--- src/rtl/pwm_pkg.sv ---
// pwm_pkg: shared encodings and reset fills for the pwm_multi block.
// Optional feature macro used by this slice: PWM_MULTI_DEADTIME_EN.
package pwm_pkg;

  // Alignment mode encoding as seen on mode_i and in the mode registers.
  localparam logic PWM_MODE_EDGE   = 1'b0;
  localparam logic PWM_MODE_CENTER = 1'b1;

  // Counter direction. Edge mode only ever uses DIR_UP.
  typedef enum logic {
    DIR_UP   = 1'b0,
    DIR_DOWN = 1'b1
  } pwm_dir_e;

  // Reset fills: the period resets to all ones, duties to all zeros,
  // so a freshly reset block produces a long, fully low waveform.
  localparam logic PWM_PERIOD_RST_FILL = 1'b1;
  localparam logic PWM_DUTY_RST_FILL   = 1'b0;

endpackage

--- src/rtl/pwm_deadtime.sv ---
// pwm_deadtime: dead-time insertion for one PWM channel.
// raw_i is the unregistered compare result. An output only rises once raw_i
// has held its level for more than DT consecutive enabled cycles, so the two
// outputs can never be high together and short pulses disappear.
module pwm_deadtime #(
  parameter int BW = 8,
  parameter int DT = 2
) (
  input  logic clk_i,
  input  logic rst_i,
  input  logic en_i,
  input  logic raw_i,
  output logic pwm_o,
  output logic pwm_n_o
);

  // One extra bit so a DT of 2^BW-1 still has a reachable threshold.
  localparam int unsigned RUN_CAP_I = DT + 1;
  localparam logic [BW:0] RUN_CAP   = RUN_CAP_I[BW:0];

  logic        prev_raw;
  logic [BW:0] run_len;
  logic [BW:0] cur_len;

  // Length of the constant-level run of raw_i including this cycle, saturating at the threshold.
  always_comb begin
    cur_len = {{BW{1'b0}}, 1'b1};
    if (raw_i == prev_raw) begin
      if (run_len == RUN_CAP) begin
        cur_len = run_len;
      end else begin
        cur_len = run_len + 1'b1;
      end
    end
  end

  // Run tracking and registered outputs; disabling restarts the run so both outputs drop.
  always_ff @(posedge clk_i or posedge rst_i) begin
    if (rst_i) begin
      prev_raw <= 1'b0;
      run_len  <= '0;
      pwm_o    <= 1'b0;
      pwm_n_o  <= 1'b0;
    end else if (!en_i) begin
      prev_raw <= 1'b0;
      run_len  <= '0;
      pwm_o    <= 1'b0;
      pwm_n_o  <= 1'b0;
    end else begin
      prev_raw <= raw_i;
      run_len  <= cur_len;
      pwm_o    <= raw_i && (cur_len >= RUN_CAP);
      pwm_n_o  <= !raw_i && (cur_len >= RUN_CAP);
    end
  end

endmodule

--- src/rtl/pwm_multi.sv ---
// pwm_multi: multi-channel PWM with one shared period counter.
// Edge-aligned (period P+1) or center-aligned (period 2P) counting. Period,
// duty and mode are staged in shadow registers by load_i and copied into the
// active set only at a period boundary or while disabled, so a running
// waveform never sees a partial update.
// Optional feature macro: PWM_MULTI_DEADTIME_EN adds per-channel dead-time
// insertion and the complementary pwm_n_o outputs.
module pwm_multi
  import pwm_pkg::*;
#(
  parameter int BW = 8,
  parameter int CH = 4,
  parameter int DT = 2
) (
  input  logic             clk_i,
  input  logic             rst_i,
  input  logic             en_i,
  input  logic             mode_i,
  input  logic [BW-1:0]    period_i,
  input  logic [CH*BW-1:0] duty_i,
  input  logic             load_i,
  output logic             pending_o,
  output logic             sync_o,
  output logic [CH-1:0]    pwm_o
`ifdef PWM_MULTI_DEADTIME_EN
  ,
  output logic [CH-1:0]    pwm_n_o
`endif
);

  localparam logic [BW-1:0] P_RST = {BW{PWM_PERIOD_RST_FILL}};
  localparam logic [BW-1:0] D_RST = {BW{PWM_DUTY_RST_FILL}};

  // Reject dead-time settings outside the usable counter range at elaboration.
  if ((DT < 1) || (DT > (2 ** BW) - 1)) begin : g_dt_range
    $error("pwm_multi: DT must lie in 1..2^BW-1");
  end

  logic [BW-1:0]         cnt;
  pwm_dir_e              dir;
  logic [BW-1:0]         act_p;
  logic [CH-1:0][BW-1:0] act_d;
  logic                  act_m;
  logic [BW-1:0]         sh_p;
  logic [CH-1:0][BW-1:0] sh_d;
  logic                  sh_m;
  logic                  pending;
  logic                  sync_q;

  logic                  boundary;
  logic                  apply;
  logic [BW-1:0]         cnt_nxt;
  pwm_dir_e              dir_nxt;
  logic [CH-1:0]         raw;

  // A boundary is an enabled cycle whose successor restarts the count at 0.
  always_comb begin
    boundary = 1'b0;
    if (en_i) begin
      if (act_m == PWM_MODE_CENTER) begin
        // P==1 turns around at the top straight back to 0, so cnt==1 going up also ends the period.
        boundary = (act_p == '0) ||
                   ((cnt == BW'(1)) && ((dir == DIR_DOWN) || (act_p == BW'(1))));
      end else begin
        boundary = (cnt == act_p);
      end
    end
  end

  assign apply = pending && (boundary || !en_i);

  // Next counter value and direction for both alignment modes.
  always_comb begin
    cnt_nxt = cnt;
    dir_nxt = dir;
    if (!en_i || boundary) begin
      cnt_nxt = '0;
      dir_nxt = DIR_UP;
    end else if (act_m == PWM_MODE_EDGE) begin
      cnt_nxt = cnt + 1'b1;
    end else if (dir == DIR_UP) begin
      if (cnt == act_p) begin
        cnt_nxt = cnt - 1'b1;
        dir_nxt = DIR_DOWN;
      end else begin
        cnt_nxt = cnt + 1'b1;
      end
    end else begin
      cnt_nxt = cnt - 1'b1;
    end
  end

  // Unsigned per-channel compare; D=0 never fires and D>P always fires.
  always_comb begin
    raw = '0;
    for (int k = 0; k < CH; k++) begin
      raw[k] = (cnt < act_d[k]);
    end
  end

  // Shared period counter and direction.
  always_ff @(posedge clk_i or posedge rst_i) begin
    if (rst_i) begin
      cnt <= '0;
      dir <= DIR_UP;
    end else begin
      cnt <= cnt_nxt;
      dir <= dir_nxt;
    end
  end

  // Double buffering: boundaries consume the old shadow before a same-cycle load refills it.
  always_ff @(posedge clk_i or posedge rst_i) begin
    if (rst_i) begin
      act_p   <= P_RST;
      act_d   <= {CH{D_RST}};
      act_m   <= PWM_MODE_EDGE;
      sh_p    <= P_RST;
      sh_d    <= {CH{D_RST}};
      sh_m    <= PWM_MODE_EDGE;
      pending <= 1'b0;
    end else begin
      if (apply) begin
        act_p <= sh_p;
        act_d <= sh_d;
        act_m <= sh_m;
      end
      if (load_i) begin
        sh_p    <= period_i;
        sh_d    <= duty_i;
        sh_m    <= mode_i;
        pending <= 1'b1;
      end else if (apply) begin
        pending <= 1'b0;
      end
    end
  end

  // Period-start pulse, one cycle after the enabled cnt==0 cycle.
  always_ff @(posedge clk_i or posedge rst_i) begin
    if (rst_i) begin
      sync_q <= 1'b0;
    end else begin
      sync_q <= en_i && (cnt == '0);
    end
  end

  assign pending_o = pending;
  assign sync_o    = sync_q;

`ifdef PWM_MULTI_DEADTIME_EN
  for (genvar k = 0; k < CH; k++) begin : g_dt
    pwm_deadtime #(
      .BW (BW),
      .DT (DT)
    ) u_deadtime (
      .clk_i   (clk_i),
      .rst_i   (rst_i),
      .en_i    (en_i),
      .raw_i   (raw[k]),
      .pwm_o   (pwm_o[k]),
      .pwm_n_o (pwm_n_o[k])
    );
  end
`else
  logic [CH-1:0] pwm_q;

  // Registered compare, forced low while disabled.
  always_ff @(posedge clk_i or posedge rst_i) begin
    if (rst_i) begin
      pwm_q <= '0;
    end else begin
      pwm_q <= en_i ? raw : '0;
    end
  end

  assign pwm_o = pwm_q;
`endif

endmodule

--- config.mk ---
export PLATFORM = sky130hd
export DESIGN_NAME = pwm_multi
export DESIGN_NICKNAME = d
export VERILOG_FILES = /design/src/rtl/pwm_pkg.sv /design/src/rtl/pwm_deadtime.sv /design/src/rtl/pwm_multi.sv
export SDC_FILE = /design/constraint.sdc
export NUM_CORES = 1
export LEC_CHECK = 0
export ABC_AREA = 1
export BUFFER_PORTS_ARGS = -buffer_cell sky130_fd_sc_hd__buf_4
export CAP_MARGIN = 20
export CORE_MARGIN = 8
export CORE_UTILIZATION = 55
export DETAILED_ROUTE_END_ITERATION = 7
export PLACE_DENSITY = 0.75
export SLEW_MARGIN = 5
export SYNTH_ARGS = -nofsm -noshare
export SYNTH_HDL_FRONTEND = slang
export SYNTH_SLANG_ARGS = --single-unit
--- constraint.sdc ---
create_clock -name clk_i -period 3.65 [get_ports clk_i]
set_input_delay 0.73 -clock clk_i [delete_from_list [all_inputs] [get_ports clk_i]]
set_output_delay 0.73 -clock clk_i [all_outputs]
set_load 0.005 [all_outputs]
---- After elaboration in Yosys (flattened, before gate mapping) ----
Index checks and enable logic that the tools add are counted.
storage, ports and cells
  output and inout bits ................... 6
  bits in registers ....................... 97
  RAM bits ................................ 0
  memories kept ........................... 0
  memory bits (read-only) ................. 0
  word-level logic and storage cells ...... 50
  bits of input ports ..................... 45
  bits in latches ......................... 0
cells by class
  reductions and logical operators ........ 11
  magnitude comparators ................... 4
  divide/modulo/power cells ............... 0
  equality and inequality tests ........... 3
  shift-type cells ........................ 0
  muxes and demuxes ....................... 13
  add/subtract/negate cells ............... 2
  multiply operators ...................... 0
  bitwise logic cells ..................... 0
operators with widths
  kind                   number
  $lt A8 B8 Y1           4
  $mux W8                4
  $eq A8 B1 Y1 const B   2
  $logic_not A8 Y1       2
  $add A8 B1 Y8 const B  1
  $eq A8 B8 Y1           1
  $mux W1                8
  $sub A8 B1 Y8 const B  1
  $mux W4                1
  $reduce_bool A2 Y1     2
  $logic_and A1 B1 Y1    3
  $logic_or A1 B1 Y1     3
  $logic_not A1 Y1       1

---- Logic depth before layout (Yosys ltp) ----
Gate-level depths: netlist of run 1.
  depth in word-level cells ............... 10
  gate-level depth with buffers ........... 13
  gate-level depth less buffers ........... 12

---- Worst setup path after synthesis of run 1 ----
Ideal clock, no wire load.
  kind .................................... flip-flop to flip-flop
  from .................................... reg cnt[2]
  to ...................................... reg act_m
  path slack .............................. 2095 ps
  data required time ...................... 3533 ps
  stages on the path, launching flop included .. 13
  data arrival time ....................... 1438 ps
  buffers on the path ..................... 2
  setup time .............................. 117 ps
  clock period less this slack ............ 1555 ps
  cells stage by stage .................... dfrtp_1 -> buf_6 -> nor2_4 -> nand3_1 -> nor2_1 -> nand2_1 -> nand2_1 -> nand2_1 -> nand3_2 -> nand2_1 -> buf_2 -> nand2_1 -> nand2_1
between the ends
  longest elaborated chain between the ends .. 7
  elaborated cells between the ends (all ways) .. 8
  classes of those cells .................. eq/ne: 2; mux: 2; reduce/logical: 4
RTL lines
  item                    RTL line          source
  start, declared         pwm_multi.sv:39   logic [BW-1:0] cnt;
  start signal, assigned  pwm_multi.sv:107  cnt <= cnt_nxt;
  $eq A8 B1 Y1            pwm_multi.sv:63   ((cnt == BW'(1)) && ((dir == DIR_DOWN) || (act_p == BW'(1))));
  $logic_and A1 B1 Y1     pwm_multi.sv:63
  $logic_or A1 B1 Y1      pwm_multi.sv:62   boundary = (act_p == '0) ||
  $mux W1 *               pwm_multi.sv:60   if (act_m == PWM_MODE_CENTER) begin
  $mux W1 *               pwm_multi.sv:59   if (en_i) begin
  $logic_or A1 B1 Y1 *    pwm_multi.sv:70   assign apply = pending && (boundary || !en_i);
  $logic_and A1 B1 Y1 *   pwm_multi.sv:70
  end signal, assigned    pwm_multi.sv:126  act_m <= sh_m;
  end, declared           pwm_multi.sv:43   logic act_m;
Mark *: on every way between the ends. The rest lies on a longest branch, timed or not.
A chain may end at the register's enable or synchronous reset.

---- Worst setup path after layout of run 1 ----
  from .................................... reg cnt[2]
  to ...................................... reg act_d[7] in the netlist's numbering
between the ends
  longest elaborated chain between the ends .. 7
  elaborated cells between the ends (all ways) .. 8
  classes of those cells .................. eq/ne: 2; mux: 2; reduce/logical: 4
RTL lines
  item                   RTL line          source
  $eq A8 B1 Y1           pwm_multi.sv:63
  $logic_and A1 B1 Y1    pwm_multi.sv:63
  $logic_or A1 B1 Y1     pwm_multi.sv:62
  $mux W1 *              pwm_multi.sv:60
  $mux W1 *              pwm_multi.sv:59
  $logic_or A1 B1 Y1 *   pwm_multi.sv:70
  $logic_and A1 B1 Y1 *  pwm_multi.sv:70
  end signal, assigned   pwm_multi.sv:116  act_d <= {CH{D_RST}};
  end, declared          pwm_multi.sv:42   logic [CH-1:0][BW-1:0] act_d;
Marked as above.

==> impl_summary.md, run 1 <==
Synth
Synthesis inferred 97 register bits. The synthesized netlist occupies a cell area of 0.004876 sq mm. Of the synthesized area, sequential elements account for 50.19%. The Yosys warning count is 0. The number of nets in the synthesized netlist is 672. The post-synthesis average cell area is 8.195 sq um. In the synthesized netlist the dominant register cell turns out to be sky130_fd_sc_hd__dfrtp_1. Counting flops with a built-in enable in the synthesized netlist gives 0.

The number of cells produced by synthesis is 595. The post-synthesis cell type count is 22. The fraction of registers with async set or reset after synthesis is 100.0%.

GRT
The total overflow left after global routing is 0. The largest net degree at the start of global routing is 54. The number of antenna violations at the first check in global routing was 0. The number of global-route vias before repair is 3829. The first global-routing pass estimated 17.81 mm of wire. The global-route usage over all layers is 18.72%.

Worst setup path
The worst setup path is of the flip-flop to flip-flop kind. The most frequent cell on the critical path is sky130_fd_sc_hd__nand2_1. Traced cell by cell, the critical path runs through nor2_4 -> nand3_1 -> nor2_1 -> nand2_1 -> nand2_1 -> nand2_1 -> nand3_2 -> nand2_1 -> buf_4 -> nand2_1 -> nand2_1. The family with the most delay on the worst path is simple AND/OR/NAND/NOR gates. The data arrival time at the worst-slack endpoint is 2.69 ns.

The worst setup path is captured at a flip-flop. Among all stages on the critical path, the largest delay is contributed by sky130_fd_sc_hd__dfrtp_1. The highest cell delay on the worst timing path is 0.74 ns. The count of buffering cells on the critical path with inverters included is 1. The critical path data required time is 3.96 ns. STA classifies the critical path startpoint as a flip-flop.

Tracing the worst setup path back leads to its startpoint at cnt[2]$_DFF_PP0_. The worst reg2reg path startpoint is cnt[2]$_DFF_PP0_. The largest driver fanout on the critical path is 27.

Timing
The total setup violations reported at the end of the flow is 0. On the final layout, the worst clock skew is 0.01060 ns. The routed design could run at a clock period as short as 2.381 ns.

The ratio of final minimum period to clock period is 65.23%. The setup total negative slack is 0 ns. Setup repair after global routing left no endpoint under its margin.

Measured against its own limit, the worst slew margin works out to 48.92%. The transition time at the pin with the least slew margin is 0.7654 ns. The max-slew violation count came to 0. The highest clock rate is 0.4200 GHz.

The final hold violation count is 0.

Clock tree
The clock tree buffer depth is 2. After clock tree synthesis, the repair step resized 0 gates. TritonCTS built the clock tree. Clock latency on the worst-skew pair, taken at its later pin, is 0.37 ns. The clock sink total is 97.

After clock tree synthesis, the flow added hold-fix buffers numbering 0. Clock-pin slew was measured on the worst setup and hold paths at 0.10 ns. Clock tree synthesis selected as its root buffer the cell sky130_fd_sc_hd__clkbuf_8. The number of setup buffers added after CTS is 0. The number of buffers created by CTS is 9. The total number of H-tree levels is 3.

Route
Using the TritonRoute via totals, the vias-per-cell ratio works out to 5.112. The remaining number of nets flagged by the antenna check after routing is 0. The first-iteration detailed-routing DRC count is 249. Wires add up to 10.35 mm.

For this run, design rule violations remaining after detail routing come to 0. The vias after detailed routing is 3834. The first-pass detailed-route iteration total is 4. After detailed routing, the average wire length per cell comes to 13.79 um.

Floorplan
The die outline width is 110.2 um. The number of placement rows is 34. The initial utilization of the core area, before any placement, comes to 56.19%. The full die area is 0.01213 sq mm. The core outline area is 0.008678 sq mm.

The top-level port count is 51. The floorplan step set the die height to 110.2 um.

Power
Across the VDD grid, the largest voltage drop is 0.0002599 V. The design draws 3006 uW. Dividing total power by cell area gives a power density of 544.7 mW/mm^2. The cell leakage power is 0.003010 uW.

Worst hold path
The worst min-delay path category is input port to async pin.

Cells and area
The area of combinational cells with multiple inputs is 0.002086 sq mm. The most common library cell in the layout ignoring fill and taps is sky130_fd_sc_hd__nand2_1. The utilization after layout is 63.58%. The repair_antennas step left the layout with diodes totalling 0. The library cells used most frequently in the layout, excluding fill and tap cells, are 258 x sky130_fd_sc_hd__nand2_1, 81 x sky130_fd_sc_hd__dfrtp_1, 56 x sky130_fd_sc_hd__buf_4. The net count of the finished layout is 714. The total of fill cells in the finished design is 760. Cells with a size suffix above 1 make up 14.64% of the layout.

Summing all flip-flop and latch instances after layout gives 0.002447 sq mm. Relative to the synthesized area, the layout overhead comes to 13.16%.

Status
The flow ran to the end, and the final reports show no timing, DRC or antenna violations.

Placement
The final weighted congestion of routability-driven global placement is 0.8777. Port buffering added 50 buffers. The wire-length estimate of the detail-placed layout is 7.235 mm.

Flow run
Max-cap violations in this run came to 0.
[power breakdown]
part	total (uW)	switching [uW]	internal (uW)
clock network	741	398	343
registers	1450	160	1290
logic	818	477	342
total	3010	1030	1970
[worst register-to-register path, stage by stage (launching register included)]
cell and delay [ns]:
sky130_fd_sc_hd__dfrtp_1 0.74, sky130_fd_sc_hd__nor2_4 0.10, sky130_fd_sc_hd__nand3_1 0.13, sky130_fd_sc_hd__nor2_1 0.05, sky130_fd_sc_hd__nand2_1 0.06, sky130_fd_sc_hd__nand2_1 0.05
sky130_fd_sc_hd__nand2_1 0.07, sky130_fd_sc_hd__nand3_2 0.45, sky130_fd_sc_hd__nand2_1 0.25, sky130_fd_sc_hd__buf_4 0.28, sky130_fd_sc_hd__nand2_1 0.10, sky130_fd_sc_hd__nand2_1 0.06
[area by class of cell]
class	count	area share, %
clock buffer	10	2.494
sequential	97	44.35
clock inverter	6	1.429
multi-input combinational	421	37.80
inverter	51	3.492
tap	108	2.449
timing repair buffer	57	7.982
[per-layer routing]
layer  vias to the layer above  share of wire (%)  track usage [%]
met2                        72                 48            30.44
met5                         -                  0                0
met4                         0                1.8            6.375
met3                        15                4.9            4.651
met1                      1807                 45            23.92
li1                       1940                  -                -
[synthesized netlist by cell type, types with 4 or more instances]
master                     count  area (sq um)
sky130_fd_sc_hd__nand2_1     258         968.4
sky130_fd_sc_hd__dfrtp_1      81          2027
sky130_fd_sc_hd__nand3_1      50         250.2
sky130_fd_sc_hd__inv_1        49         183.9
sky130_fd_sc_hd__ha_1         32         400.4
sky130_fd_sc_hd__nor2_1       22         82.58
sky130_fd_sc_hd__a21oi_1      20         100.1
sky130_fd_sc_hd__dfstp_2      16         420.4
sky130_fd_sc_hd__clkbuf_1     13         48.80
sky130_fd_sc_hd__o21ai_0      10         50.05
sky130_fd_sc_hd__xor2_1       10         87.58
sky130_fd_sc_hd__buf_2         7         35.03
sky130_fd_sc_hd__xnor2_1       7         61.31
sky130_fd_sc_hd__buf_6         6         67.56
sky130_fd_sc_hd__a211oi_1      4         30.03
[sequential cells by signal, summed over array words and instances (netlist names)]
signal / cells
act_d: 32
act_m: 1
act_p: 8
cnt: 8
dir: 1
pending_o: 1
pwm_o: 4
sh_d: 32
sh_m: 1
sh_p: 8
sync_o: 1
[final timing paths]
kind	end	cells past startpoint	slack (ns)
max in group asynchronous	act_d[23]$_DFFE_PP0P_	3	2.46
max reg2reg	act_d[7]$_DFFE_PP0P_	11	1.27
min reg2reg	sh_p[2]$_DFFE_PP1P_	2	0.47
max	act_d[7]$_DFFE_PP0P_	11	1.27
min in group clk_i	sh_p[2]$_DFFE_PP1P_	2	0.47
min	sh_d[9]$_DFFE_PP0P_	2	0.46
[per-stage QoR]
step	hold WS (ns)	instance area, sq um	instances	setup slack, ns
after floorplan	0.4419	4876	595	0.4128
after global placement	0.4539	5301	734	1.389
after detailed placement	0.4567	5301	734	1.299
after CTS	0.4730	5518	750	1.257
after global routing	0.4837	5518	750	0.9876
final	0.4605	5518	750	1.269
[logic make-up (layout without fill, tap and decap cells)]
group,count (synthesis),count (layout),synth area share (%)
AO/OA/AOI/OAI,34,34,3.695
buffers and inverters,77,124,7.031
AND/OR/NAND/NOR,338,338,27.82
adder cells (fa/ha/maj),32,32,8.211
XOR/XNOR,17,17,3.054
flip-flops,97,97,50.19
Note: power is estimated with default switching activity, not from simulation.
==> run 2, diff against run 1 <==
Settings changed: CORE_UTILIZATION 55 to 53, PLACE_DENSITY 0.75 to 0.76.
Clock period 3.65 ns to 2 ns, I/O delays scaled along.
==> run 2 against run 1 <==
Clock skew is 0.0021 ns higher. Power rose by 81%. Combinational power grew 92%. Highest routed layer unchanged. Clock power is 73% higher.
==> impl_summary.md, run 2 (same netlist as run 1, synthesis figures left out) <==
Status
Outcome: finished, final reports clean (unchanged).

Route
The first-pass detailed-route iteration total is 4 (unchanged). The first-iteration detailed-routing DRC count is 205 (was 249). The remaining number of nets flagged by the antenna check after routing is 0 (unchanged). The mean routed wirelength per cell was 13.69 um (was 13.79 um). The vias after detailed routing is 3885 (was 3834).

The aggregate routed wire length is 10.40 mm (was 10.35 mm). The post-detailed-route via-to-cell ratio was 5.112 (about the same). The residual DRC count is 0 (unchanged).

Floorplan
The full die area is 0.01253 sq mm (was 0.01213 sq mm). The core outline area is 0.009065 sq mm (was 0.008678 sq mm). The die outline width came to 111.9 um (was 110.2 um).

The initial core utilization is 53.79% (was 56.19%). The top-level port count is 51 (unchanged). The number of placement rows is 35 (was 34).

The die outline height was 111.9 um (was 110.2 um).

Clock tree
The buffer type at the clock tree root is sky130_fd_sc_hd__clkbuf_8 (unchanged). The clock tree buffer depth came to 2 (unchanged). The clock sink total is 97 (unchanged). The clock latency reported for the late side of the worst-skew pair was 0.36 ns (was 0.37 ns). The total number of H-tree levels is 3 (unchanged). The number of buffers created by CTS is 9 (unchanged). The clock-pin transition on the worst setup and hold timing paths is 0.10 ns (about the same).

The CTS tree is yes (unchanged). The number of hold-repair buffers added at the cts stage came to 0 (unchanged).

Power
The fraction of power spent switching nets is 34.05% (was 34.42%). The proportion of power drawn by the clock network came to 23.5% (was 24.7%). The maximum ir drop on the vdd rail is 0.0005468 V (was 0.0002599 V). The total net switching power is 1856 uW (was 1035 uW). The internal power of the cells is 3594 uW (was 1971 uW). The proportion of power drawn by flip-flops and latches is 47.6% (was 48.1%). The combinational share of power is 28.9% (was 27.2%).

The total power divided by cell area is 980.4 mW/mm^2 (was 544.7 mW/mm^2). The cell leakage power is 0.003030 uW (was 0.003010 uW).

Worst hold path
The worst min-delay path category was input port to async pin (unchanged).

Worst setup path
The data arrival time at the worst-slack endpoint was 2.08 ns (was 2.69 ns). The endpoint kind of the worst setup timing path is a flip-flop (unchanged). The largest driver fanout on the critical path was 24 (was 27). The number of cell instances on the worst register-to-register path is 11 (unchanged). The startpoint type of the worst setup path is a flip-flop (unchanged). The category of the critical setup timing path is flip-flop to flip-flop (unchanged). The critical path data required time is 2.30 ns (was 3.96 ns).

Timing
The headroom to the max-slew limit came to 71.22% (was 48.92%). The minimum setup slack in the final design is 0.2166 ns (was 1.269 ns). The max-slew violation count came to 0 (unchanged). The final hold violation count came to 0 (unchanged). RSZ-0062 raised after global routing: false (unchanged). The worst setup skew after layout is 0.01273 ns (was 0.01060 ns).

The total setup violations reported at the end of the flow is 0 (unchanged). The transition time at the pin with the least slew margin is 0.4318 ns (was 0.7654 ns). The highest clock rate is 0.5607 GHz (was 0.4200 GHz). The shortest period the worst path allows was 1.783 ns (was 2.381 ns). The ratio of final minimum period to clock period is 89.17% (was 65.23%).

The setup total negative slack was 0 ns (unchanged).

Placement
The HPWL after detailed placement was 7.539 mm (was 7.235 mm). The number of I/O port buffers is 50 (unchanged). The final weighted congestion of routability-driven global placement is 0.9496 (was 0.8777). The setup slack after placement is 0.1848 ns (was 1.299 ns). The post-detailed-placement cell area was 0.005360 sq mm (was 0.005301 sq mm).

GRT
The global-route usage over all layers is 17.66% (was 18.72%). The largest net degree at the start of global routing was 83 (was 54). The first-pass GRT wire length is 18.25 mm (was 17.81 mm). The total global routing overflow is 0 (unchanged). The number of antenna violations at the first check in global routing was 0 (unchanged). The number of global-route vias before repair is 4090 (was 3829).

Cells and area
The most common library cell in the layout ignoring fill and taps is sky130_fd_sc_hd__nand2_1 (unchanged). Most used cells in the layout excluding fill and tap cells: 258 x sky130_fd_sc_hd__nand2_1, 79 x sky130_fd_sc_hd__dfrtp_1, 63 x sky130_fd_sc_hd__buf_4 (was 258 x sky130_fd_sc_hd__nand2_1, 81 x sky130_fd_sc_hd__dfrtp_1, 56 x sky130_fd_sc_hd__buf_4). The ratio of cells with drive above 1 in the final layout came to 15.56% (was 14.64%).

Leading registers by flop count: act_d (32), sh_d (32) (unchanged). The number of antenna cells inserted is 0 (unchanged). The net total in the final layout is 721 (was 714). The post-route cell area is 0.005559 sq mm (was 0.005518 sq mm).

The layout-stage area growth over the synthesis result is 14.01% (was 13.16%).

Flow run
The total of max-cap violations is 0 (unchanged).
## run 2: metal layers
metal,up-vias,GRT usage [%],wire length [um]
met4,0,8.113,234
met5,-,0,0
met3,27,3.571,487
li1,1952,-,-
met1,1817,21.23,4460
met2,89,29.85,5221
## run 2: power by group through the flow
stage	Sequential (uW)	Combinational (uW)	Clock (uW)
floorplan	2570	1150	0
global placement	2620	1490	0
detailed placement	2630	1570	0
CTS	2600	1590	1300
global route	2640	1830	1400
finish	2600	1570	1280
## run 2: metrics by stage
stage	util, %	hold WS, ns	power (uW)	cells
final	61.33	0.001592	5450	760
after global routing	61.33	0.01196	5871	760
after CTS	61.30	0.005075	5487	760
after detailed placement	59.13	0.4009	4200	744
after global placement	59.13	0.3977	4109	744
after floorplan	-	0.4419	3727	595
## run 2: layout make-up
type,count,area [sq um]
Timing Repair Buffer,64,493.0
Inverter,51,195.2
Multi-Input combinational cell,421,2086
Clock inverter,5,65.06
Tap cell,111,138.9
Fill cell,793,3506
Sequential cell,97,2450
Clock buffer,11,131.4
## run 2: path summary, 6_finish.rpt
check,slack [ns],endpoint,from
max,0.22,act_p[7]$_DFFE_PP1P_,cnt[1]$_DFF_PP0_
min,0.002,sh_d[9]$_DFFE_PP0P_,rst_i
max reg2reg,0.22,act_p[7]$_DFFE_PP1P_,cnt[1]$_DFF_PP0_
min reg2reg,0.47,sh_p[6]$_DFFE_PP1P_,sh_p[6]$_DFFE_PP1P_
max in group asynchronous,1.25,act_p[5]$_DFFE_PP1P_,rst_i
min in group clk_i,0.23,sh_m$_DFFE_PP0P_,mode_i
## run 2: worst max-delay path, stage by stage (launching register included)
cell and delay, ns:
sky130_fd_sc_hd__dfrtp_1 0.42, sky130_fd_sc_hd__inv_1 0.18, sky130_fd_sc_hd__ha_1 0.17, sky130_fd_sc_hd__inv_1 0.04
sky130_fd_sc_hd__nor2_1 0.10, sky130_fd_sc_hd__nand2_1 0.06, sky130_fd_sc_hd__nand2_1 0.05, sky130_fd_sc_hd__nand2_1 0.06
sky130_fd_sc_hd__nand3_2 0.13, sky130_fd_sc_hd__buf_4 0.27, sky130_fd_sc_hd__nand3_1 0.15, sky130_fd_sc_hd__nand2_1 0.09
## run 2: repair_timing
item,4_1_cts,5_1_grt
buffers inserted,0,0
resized for setup,0,2
endpoints found under the setup margin,0,18
==> run 3, diff against run 2 <==
Settings changed: CORE_ASPECT_RATIO from default to 1.5.
==> run 3 against run 2 <==
Wire length decreased by 3.8%. Clock-buffer cell count down 2. Clock skew decreased by 0.0029 ns. Core utilization increased by 1.0 points. Worst setup slack got worse by 0.031 ns. Clock power increased by 26%. Largest cell class unchanged. Sequential cell count is the same. Power grew 6.1%. Sequential share of layout area fell by 0.91 points. Worst hold slack improved by 0.12 ns.
==> impl_summary.md, run 3 (same netlist as run 1, synthesis figures left out) <==
Status
Outcome: finished, final reports clean (unchanged).

Clock tree
The CTS tree was yes (unchanged). The buffer type at the clock tree root was sky130_fd_sc_hd__clkbuf_16 (was sky130_fd_sc_hd__clkbuf_8). The clock sink total was 97 (unchanged).

The total number of H-tree levels is 3 (unchanged). The clock tree buffer depth is 2 (unchanged). The clock latency reported for the late side of the worst-skew pair is 0.34 ns (was 0.36 ns).

The number of hold-repair buffers added at the cts stage is 0 (unchanged). The number of instances resized during post-cts repair is 0 (unchanged). The clock-pin transition on the worst setup and hold timing paths is 0.07 ns (was 0.10 ns). The total setup buffers inserted after CTS came to 0 (unchanged). The number of buffers created by CTS is 9 (unchanged).

Worst setup path
The critical path data required time is 2.23 ns (was 2.30 ns). The endpoint kind of the worst setup timing path is a flip-flop (unchanged). The capture point of the worst reg-to-reg path is act_d[14]$_DFFE_PP0P_ (was act_p[7]$_DFFE_PP1P_).

The data arrival time at the worst-slack endpoint came to 2.04 ns (was 2.08 ns). The category of the critical setup timing path is flip-flop to flip-flop (unchanged). The number of cell instances on the worst register-to-register path was 10 (was 11). The register-to-register path setup slack was 0.19 ns (was 0.22 ns). The startpoint type of the worst setup path was a flip-flop (unchanged). The largest driver fanout on the critical path is 24 (unchanged). The highest cell delay on the worst timing path is 0.58 ns (was 0.42 ns). The count of buffering cells on the critical path with inverters included is 2 (was 3). The critical path depth was 10 (was 11). The slowest cell on the critical path is sky130_fd_sc_hd__dfrtp_1 (unchanged).

The worst reg2reg path startpoint is cnt[3]$_DFF_PP0_ (was cnt[1]$_DFF_PP0_). The most frequent cell on the critical path is sky130_fd_sc_hd__nand2_1 (unchanged). The family with the most delay on the worst path is simple AND/OR/NAND/NOR gates (unchanged).

Cell Chain, Critical Path: inv_2 -> nand2_1 -> nand4_1 -> nor2_1 -> nand3_1 -> nand3_2 -> nand2_1 -> buf_4 -> nand2_1 -> nand2_1 (was inv_1 -> ha_1 -> inv_1 -> nor2_1 -> nand2_1 -> nand2_1 -> nand2_1 -> nand3_2 -> buf_4 -> nand3_1 -> nand2_1).

Cells and area
The layout-stage area growth over the synthesis result is 16.29% (was 14.01%). The ratio of cells with drive above 1 in the final layout was 15.69% (was 15.56%). The most common library cell in the layout ignoring fill and taps is sky130_fd_sc_hd__nand2_1 (unchanged). The area of combinational cells with multiple inputs is 0.002086 sq mm (unchanged).

The net total in the final layout is 722 (was 721). Most used cells in the layout excluding fill and tap cells: 258 x sky130_fd_sc_hd__nand2_1, 81 x sky130_fd_sc_hd__dfrtp_1, 62 x sky130_fd_sc_hd__buf_4 (was 258 x sky130_fd_sc_hd__nand2_1, 79 x sky130_fd_sc_hd__dfrtp_1, 63 x sky130_fd_sc_hd__buf_4). The number of antenna cells inserted is 0 (unchanged).

Leading registers by flop count: act_d (32), sh_d (32) (unchanged). The total of fill cells in the finished design is 785 (was 793). The register area came to 0.002447 sq mm (was 0.002450 sq mm).

Timing
The final hold violation count is 0 (unchanged). The transition time at the pin with the least slew margin is 0.5743 ns (was 0.4318 ns). The shortest period the worst path allows is 1.814 ns (was 1.783 ns). The total setup violations reported at the end of the flow came to 0 (unchanged). The setup total negative slack is 0 ns (unchanged).

The max-slew violation count is 0 (unchanged). The highest clock rate is 0.5512 GHz (was 0.5607 GHz). The final hold slack came to 0.1231 ns (was 0.001592 ns). The headroom to the max-slew limit is 61.63% (was 71.22%). The worst setup skew after layout was 0.009790 ns (was 0.01273 ns). RSZ-0062 raised after global routing: false (unchanged). The ratio of final minimum period to clock period is 90.71% (was 89.17%).

Floorplan
The top-level port count was 51 (unchanged). The die outline height came to 133.5 um (was 111.9 um). The initial core utilization was 53.63% (was 53.79%). The die outline width is 94.32 um (was 111.9 um). The number of placement rows is 43 (was 35). The core outline area is 0.009092 sq mm (was 0.009065 sq mm).

The full die area came to 0.01259 sq mm (was 0.01253 sq mm).

Power
The cell leakage power was 0.003098 uW (was 0.003030 uW). The maximum ir drop on the vdd rail is 0.0007080 V (was 0.0005468 V). The total power divided by cell area is 1020 mW/mm^2 (was 980.4 mW/mm^2).

GRT
The largest net degree at the start of global routing was 46 (was 83). The met2 track utilization from global routing is 27.70% (was 29.85%). The met1 global-route usage is 20.96% (was 21.23%). The total global routing overflow was 0 (unchanged).

The number of antenna violations at the first check in global routing is 0 (unchanged). The first-pass GRT wire length came to 17.48 mm (was 18.25 mm). The most utilized layer in the global route result is met2 (unchanged). The global-route usage over all layers was 17.33% (was 17.66%). The routing usage on met3 was 3.491% (was 3.571%).

The number of global-route vias before repair was 3830 (was 4090).

Route
The remaining number of nets flagged by the antenna check after routing was 0 (unchanged). The first-pass detailed-route iteration total was 4 (unchanged). The post-detailed-route via-to-cell ratio is 5.039 (was 5.112). The first-iteration detailed-routing DRC count came to 212 (was 205). The vias after detailed routing was 3840 (was 3885). The mean routed wirelength per cell is 13.13 um (was 13.69 um). The residual DRC count was 0 (unchanged). The aggregate routed wire length is 10.01 mm (was 10.40 mm).

Placement
The number of I/O port buffers is 50 (unchanged). The final weighted congestion of routability-driven global placement is 0.9375 (was 0.9496). The HPWL after detailed placement is 7.365 mm (was 7.539 mm).

Flow run
The total of max-cap violations came to 0 (unchanged).

Worst hold path
The worst min-delay path category is input port to async pin (unchanged).
==> run 3: cell count changes in the layout (fill, tap and decap cells not counted), sizes merged <==
cell      change
inv           +3
clkbuf        -2
buf           +1
clkinvlp      -2
bufinv        -1
clkinv        +2
==> run 3: metrics by stage <==
stage | instances | worst slack [ns] | cell area (sq um) | utilization [%] | total power, uW
finish | 762 | 0.1857 | 5670 | 62.36 | 5781
floorplan | 595 | 0.4454 | 4880 | - | 3727
CTS | 762 | 0.1881 | 5670 | 62.36 | 5833
global route | 762 | 0.01817 | 5670 | 62.36 | 6200
global placement | 746 | 0.2667 | 5394 | 59.32 | 4136
detailed placement | 746 | 0.1999 | 5394 | 59.32 | 4208
==> run 3: worst reg2reg max path, cell delays in order (launching register included) <==
cell and delay [ns]:
sky130_fd_sc_hd__dfrtp_1 0.58, sky130_fd_sc_hd__inv_2 0.12, sky130_fd_sc_hd__nand2_1 0.08, sky130_fd_sc_hd__nand4_1 0.09, sky130_fd_sc_hd__nor2_1 0.13, sky130_fd_sc_hd__nand3_1 0.13
sky130_fd_sc_hd__nand3_2 0.14, sky130_fd_sc_hd__nand2_1 0.08, sky130_fd_sc_hd__buf_4 0.22, sky130_fd_sc_hd__nand2_1 0.09, sky130_fd_sc_hd__nand2_1 0.05
==> run 3: final cells by class <==
type                       instances  area share, %
sequential                        97          43.16
multi-input combinational        421          36.78
timing repair buffer              65          9.267
clock buffer                       9          3.972
inverter                          51          3.442
tap                              112          2.471
clock inverter                     7         0.9047
==> run 3: worst max-delay path by stage <==
stage | from | to | slack (ns)
3_3_place_gp | cnt[3]$_DFF_PP0_ | act_m$_DFFE_PP0P_ | 0.27
3_5_place_dp | cnt[3]$_DFF_PP0_ | act_d[14]$_DFFE_PP0P_ | 0.20
5_1_grt | cnt[3]$_DFF_PP0_ | cnt[5]$_DFF_PP0_ | 0.02
6_report | cnt[3]$_DFF_PP0_ | act_d[14]$_DFFE_PP0P_ | 0.19
4_1_cts | cnt[3]$_DFF_PP0_ | act_d[28]$_DFFE_PP0P_ | 0.19
2_1_floorplan | cnt[2]$_DFF_PP0_ | act_m$_DFFE_PP0P_ | 0.45
==> run 3: metal layers <==
layer  wire (um)  part of all wire [%]
met2        4950                    49
met3         477                   4.8
met1        4274                    43
met4         302                   3.0
met5           0                     0
==> run 3: power breakdown <==
| part | total (uW) | leakage (uW) | switching, uW | internal, uW |
|---|---|---|---|---|
| clock network | 1610 | 0.000142 | 753 | 855 |
| registers | 2600 | 0.00118 | 251 | 2350 |
| logic | 1570 | 0.00178 | 907 | 665 |
